File: config.mk
export PLATFORM = sky130hd
export DESIGN_NAME = alu_dispatch
export DESIGN_NICKNAME = d
export VERILOG_FILES = /design/src/rtl/alu_dispatch.sv
export SDC_FILE = /design/constraint.sdc
export NUM_CORES = 2
export LEC_CHECK = 0
export CORE_ASPECT_RATIO = 2
export CORE_MARGIN = 2
export CORE_UTILIZATION = 58
export CTS_BUF_LIST = sky130_fd_sc_hd__clkbuf_16
export DETAILED_ROUTE_END_ITERATION = 12
export MAX_ROUTING_LAYER = met4
export PLACE_DENSITY_LB_ADDON = 0.08
export SLEW_MARGIN = 20
export SYNTH_ARGS = -nofsm -noshare
export SYNTH_HDL_FRONTEND = slang
export SYNTH_SLANG_ARGS = --single-unit
export TNS_END_PERCENT = 50
File: constraint.sdc
create_clock -name clk -period 5.3 [get_ports clk]
set_input_delay 1.06 -clock clk [delete_from_list [all_inputs] [get_ports clk]]
set_output_delay 1.06 -clock clk [all_outputs]
set_load 0.005 [all_outputs]
File: src/rtl/alu_dispatch.sv
// alu_dispatch: serialized issue stage for the 64-bit ALU (IDLE -> READ -> EXEC).
// Optional retire counter port enabled by defining ALU_DISPATCH_RETIRE_CNT_EN.
module alu_dispatch #(
  parameter int NREGS  = 8,
  parameter int RIDX_W = 3
) (
  input  logic              clk,
  input  logic              rst_n,
  // Handshake: an instruction transfers on a rising edge where in_valid and
  // in_ready are both 1; in_ready depends only on state, never on in_valid.
  input  logic              in_valid,
  output logic              in_ready,
  input  logic [4:0]        in_cmd,
  input  logic [6:0]        in_opm,
  input  logic [RIDX_W-1:0] in_rd,
  input  logic [RIDX_W-1:0] in_ra,
  input  logic [RIDX_W-1:0] in_rb,
  input  logic [1:0]        in_imm_sel,
  input  logic [63:0]       in_imm,
  output logic [4:0]        alu_cmd,
  output logic [6:0]        alu_opm,
  output logic [63:0]       alu_a,
  output logic [63:0]       alu_b,
  input  logic [63:0]       alu_out,
  output logic              wb_valid,
  output logic [RIDX_W-1:0] wb_rd,
  output logic [63:0]       wb_data,
  output logic [1:0]        dbg_state_o
`ifdef ALU_DISPATCH_RETIRE_CNT_EN
  ,
  output logic [31:0]       retire_cnt
`endif
);

  typedef enum logic [1:0] {
    S_IDLE = 2'd0,
    S_READ = 2'd1,
    S_EXEC = 2'd2
  } state_e;

  state_e state_q, state_d;

  // Instruction buffer, written only on the accept edge.
  logic [4:0]        cmd_q, cmd_d;
  logic [6:0]        opm_q, opm_d;
  logic [RIDX_W-1:0] rd_q, rd_d;
  logic [RIDX_W-1:0] ra_q, ra_d;
  logic [RIDX_W-1:0] rb_q, rb_d;
  logic [1:0]        imm_sel_q, imm_sel_d;
  logic [63:0]       imm_q, imm_d;

  logic [63:0]       regs_q [NREGS];
  logic [63:0]       regs_d [NREGS];

  logic [4:0]        alu_cmd_q, alu_cmd_d;
  logic [6:0]        alu_opm_q, alu_opm_d;
  logic [63:0]       alu_a_q, alu_a_d;
  logic [63:0]       alu_b_q, alu_b_d;

  logic              wb_valid_q, wb_valid_d;
  logic [RIDX_W-1:0] wb_rd_q, wb_rd_d;
  logic [63:0]       wb_data_q, wb_data_d;

  logic              accept;
  logic [63:0]       rf_a, rf_b;

  assign in_ready = (state_q == S_IDLE);
  assign accept   = in_valid & in_ready;

  // r0 is hardwired to zero regardless of what its storage holds.
  assign rf_a = (ra_q == '0) ? 64'd0 : regs_q[ra_q];
  assign rf_b = (rb_q == '0) ? 64'd0 : regs_q[rb_q];

  always_comb begin
    state_d    = state_q;
    cmd_d      = cmd_q;
    opm_d      = opm_q;
    rd_d       = rd_q;
    ra_d       = ra_q;
    rb_d       = rb_q;
    imm_sel_d  = imm_sel_q;
    imm_d      = imm_q;
    regs_d     = regs_q;
    alu_cmd_d  = alu_cmd_q;
    alu_opm_d  = alu_opm_q;
    alu_a_d    = alu_a_q;
    alu_b_d    = alu_b_q;
    wb_valid_d = 1'b0;
    wb_rd_d    = wb_rd_q;
    wb_data_d  = wb_data_q;

    case (state_q)
      S_IDLE: begin
        if (accept) begin
          cmd_d     = in_cmd;
          opm_d     = in_opm;
          rd_d      = in_rd;
          ra_d      = in_ra;
          rb_d      = in_rb;
          imm_sel_d = in_imm_sel;
          imm_d     = in_imm;
          state_d   = S_READ;
        end
      end
      S_READ: begin
        alu_cmd_d = cmd_q;
        alu_opm_d = opm_q;
        alu_a_d   = imm_sel_q[0] ? imm_q : rf_a;
        alu_b_d   = imm_sel_q[1] ? imm_q : rf_b;
        state_d   = S_EXEC;
      end
      S_EXEC: begin
        if (rd_q != '0) begin
          regs_d[rd_q] = alu_out;
        end
        wb_valid_d = 1'b1;
        wb_rd_d    = rd_q;
        wb_data_d  = alu_out;
        // Return the ALU to ZERO so stateful commands fire exactly once.
        alu_cmd_d  = 5'd0;
        alu_a_d    = 64'd0;
        alu_b_d    = 64'd0;
        state_d    = S_IDLE;
      end
      default: begin
        state_d = S_IDLE;
      end
    endcase
  end

  always_ff @(posedge clk) begin
    if (!rst_n) begin
      state_q    <= S_IDLE;
      cmd_q      <= '0;
      opm_q      <= '0;
      rd_q       <= '0;
      ra_q       <= '0;
      rb_q       <= '0;
      imm_sel_q  <= '0;
      imm_q      <= '0;
      for (int i = 0; i < NREGS; i++) begin
        regs_q[i] <= '0;
      end
      alu_cmd_q  <= '0;
      alu_opm_q  <= '0;
      alu_a_q    <= '0;
      alu_b_q    <= '0;
      wb_valid_q <= 1'b0;
      wb_rd_q    <= '0;
      wb_data_q  <= '0;
    end else begin
      state_q    <= state_d;
      cmd_q      <= cmd_d;
      opm_q      <= opm_d;
      rd_q       <= rd_d;
      ra_q       <= ra_d;
      rb_q       <= rb_d;
      imm_sel_q  <= imm_sel_d;
      imm_q      <= imm_d;
      regs_q     <= regs_d;
      alu_cmd_q  <= alu_cmd_d;
      alu_opm_q  <= alu_opm_d;
      alu_a_q    <= alu_a_d;
      alu_b_q    <= alu_b_d;
      wb_valid_q <= wb_valid_d;
      wb_rd_q    <= wb_rd_d;
      wb_data_q  <= wb_data_d;
    end
  end

`ifdef ALU_DISPATCH_RETIRE_CNT_EN
  logic [31:0] retire_cnt_q, retire_cnt_d;

  // Counts every EXEC->IDLE transition, rd=0 included; wraps naturally.
  always_comb begin
    retire_cnt_d = retire_cnt_q;
    if (state_q == S_EXEC) begin
      retire_cnt_d = retire_cnt_q + 32'd1;
    end
  end

  always_ff @(posedge clk) begin
    if (!rst_n) begin
      retire_cnt_q <= '0;
    end else begin
      retire_cnt_q <= retire_cnt_d;
    end
  end

  assign retire_cnt = retire_cnt_q;
`endif

  assign alu_cmd     = alu_cmd_q;
  assign alu_opm     = alu_opm_q;
  assign alu_a       = alu_a_q;
  assign alu_b       = alu_b_q;
  assign wb_valid    = wb_valid_q;
  assign wb_rd       = wb_rd_q;
  assign wb_data     = wb_data_q;
  assign dbg_state_o = state_q;

endmodule

==> flow_summary.json <==
{
  "outcome": "finished clean",
  "firstDrtPassIters": 8,
  "end_kind": "register",
  "gp_congestion": 0.839,
  "synth_seq_cells": 745,
  "crit_required_ps": 5780,
  "fillCellCount": 5189,
  "final-hold-violation-count": 0,
  "cts_buffers": 69,
  "clock_latency_ps": 610,
  "worstMarginPinSlew_ps": 1210,
  "slew_violations": 0,
  "area.sequential_mm2": 0.0149,
  "fin_tns_setup_ps": 0,
  "cts.htree.levels": 3,
  "grt_pass1_vias": 31725,
  "period_share": 0.659,
  "gr-total-overflow": 0,
  "path_delay_family": "simple AND/OR/NAND/NOR gates",
  "power_frac_clock": 0.370,
  "nets": 4486,
  "synth.avg_cell_area_um2": 8.35,
  "switchingPower_uw": 3700,
  "timing.critical_path.buf_inv": 2,
  "drc": 0,
  "detailedPlace.worstSlack_ps": 1810,
  "yosysWarnings": 0,
  "setup_viol": 0,
  "skew_ps": 21.4,
  "slowest_delay_ps": 770,
  "drive_gt1_frac": 0.0523,
  "clock_path_buffers": 3,
  "rsz0062_at_grt": "false",
  "grt_max_degree": 267,
  "ctsResizeCount": 0,
  "postCtsHoldBufs": 0,
  "dieArea_mm2": 0.0638,
  "fp.dieW_um": 180,
  "synth_nets": 4442,
  "p_int_uw": 9040,
  "power_switching_share": 0.291,
  "layout_common_cells": "nand2_1 (1137), dfxtp_1 (740), a21boi_0 (409)",
  "cap_viol_max_count": 0,
  "worst_slack_ps": 1810,
  "wire_per_inst_um": 24.3,
  "p_comb_frac": 0.160,
  "power_density_mw_per_mm2": 309,
  "cts-root-buf": "clkbuf_16",
  "fmax_mhz": 286,
  "dp_hpwl_um": 71900,
  "crit_chain": "inv_1, ha_4, nand2_1, or3_2, buf_4, nand2_1, a21boi_0",
  "die_height_um": 355,
  "drt-total-wl_um": 126000,
  "syn_to_final_growth_pct": 15.3,
  "async_flop_share": 0,
  "layout_commonest_cell": "nand2_1",
  "initial_core_util": 0.586,
  "multi_input_area_mm2": 0.0186,
  "grt_pass1_wl_um": 189000,
  "worstSetupPathType": "register to register",
  "postCtsSetupRepairBufs": 0,
  "grtUsageTotal": 0.391,
  "core-area_mm2": 0.0610,
  "synth_edf_count": 0,
  "synth_seq_area_share": 0.417,
  "clk_pin_slew_ps": 60,
  "ir_drop_v": 0.000277,
  "post_synth_num_cell_types": 38,
  "cp-start-kind": "register",
  "min_period_ps": 3490,
  "crit_fanout": 53,
  "io_buffer_count": 364,
  "synth_flop_cell": "dfxtp_1",
  "netlist_area_mm2": 0.0358,
  "drtAntennaViolNets": 0,
  "antenna_found_initial": 5,
  "power.share.sequential": 0.469,
  "drt_iter0_drc": 3488,
  "leakage_uw": 0.0130,
  "cp_slowest_cell": "ha_4",
  "path_common_cell": "nand2_1",
  "cp.arrival_ps": 3970,
  "relSlewSlack": 0.190,
  "syn-instance-count": 4283,
  "rows": 128,
  "hp-class": "register to register",
  "cts_sinks": 745,
  "viasPerCell": 6.32,
  "cts_tree": "built",
  "vias": 32636,
  "io_pins": 365
}
-- power by group through the flow --
stage | Combinational [uW] | Clock, uW | Sequential (uW)
finish | 2040 | 4720 | 5980
global route | 2140 | 4960 | 5990
CTS | 2010 | 4740 | 5970
detailed placement | 2000 | 0 | 6090
global placement | 1990 | 0 | 6090
floorplan | 1220 | 0 | 5990
-- worst min-delay path, cell delays in order (launching register included) --
cell,delay (ps)
dfxtp_1,310
nand2_1,50
a21boi_1,50
-- cell usage after synthesis (8+ instances only) --
cell      count  share of area
mux2_2       33          0.010
buf_4        29         0.0061
a211oi_1    126          0.026
buf_2        91          0.013
mux2_4       30          0.013
buf_1        11         0.0012
inv_1       129          0.014
clkbuf_1    301          0.032
a21boi_1    127          0.027
dfxtp_1     745           0.42
a32o_1      126          0.035
nand2_1    1142           0.12
nor2_2        8         0.0014
a21oi_1     196          0.027
a221o_1      63          0.018
o21ai_0      63         0.0088
o22ai_1     126          0.022
mux2i_1     265          0.074
a21boi_0    409          0.086
nor2b_1     214          0.037
-- routing by layer --
layer	track usage	share of wire
met1	0.435	0.36
met2	0.655	0.49
met3	0.0681	0.086
met4	0.233	0.060
met5	-	0
-- state kept, by name, indices dropped and copies added (netlist names) --
signal and cells:
imm_sel_q 2, wb_rd 3, alu_opm 7, cmd_q 5, ra_q 3, wb_data 64, alu_b 64, opm_q 7
imm_q 64, rd_q 3, alu_a 64, rb_q 3, alu_cmd 5, regs_q 448, dbg_state_o 2, wb_valid 1
-- path summary, 6_finish.rpt --
kind / start / to / slack, ps / depth (start not counted)
worst max-delay path: dbg_state_o[0] / regs_q[239] / 1810 / 7
worst min-delay path: regs_q[126] / regs_q[126] / 460 / 2
worst max register to register: dbg_state_o[0] / regs_q[239] / 1810 / 7
worst min register to register: regs_q[126] / regs_q[126] / 460 / 2
-- logic make-up (layout without fill, tap and decap cells) --
logic type / after synthesis / count (layout) / share of synthesized area
adders and majority gates: 5 / 5 / 0.00175
and+or+nand+nor: 1390 / 1390 / 0.164
other: 0 / 5 / 0
AOI/OAI and AO/OA: 1241 / 1241 / 0.252
muxes: 333 / 333 / 0.0987
buffers and inverters: 569 / 662 / 0.0673
DFF: 745 / 745 / 0.417
-- final cells by class --
| type | instances | share of cell area |
|---|---|---|
| well taps | 780 | 0.0237 |
| multi-input cells | 2969 | 0.451 |
| flip-flops and latches | 745 | 0.362 |
| diodes | 5 | 0.000303 |
| repair buffers | 412 | 0.101 |
| clock inverters | 48 | 0.00546 |
| inverters | 130 | 0.0119 |
| clock buffers | 72 | 0.0437 |
-- through the flow --
step	utilization	cell area (um2)	power [uW]	hold WS, ps	instances
after floorplan	-	35800	7210	439	4283
after global placement	0.642	39200	8080	446	5035
after detailed placement	0.642	39200	8090	453	5035
after CTS	0.675	41200	12700	459	5155
after global routing	0.676	41200	13100	484	5161
final	0.676	41200	12700	460	5161
No activity file was read; power rests on OpenSTA's default activity.
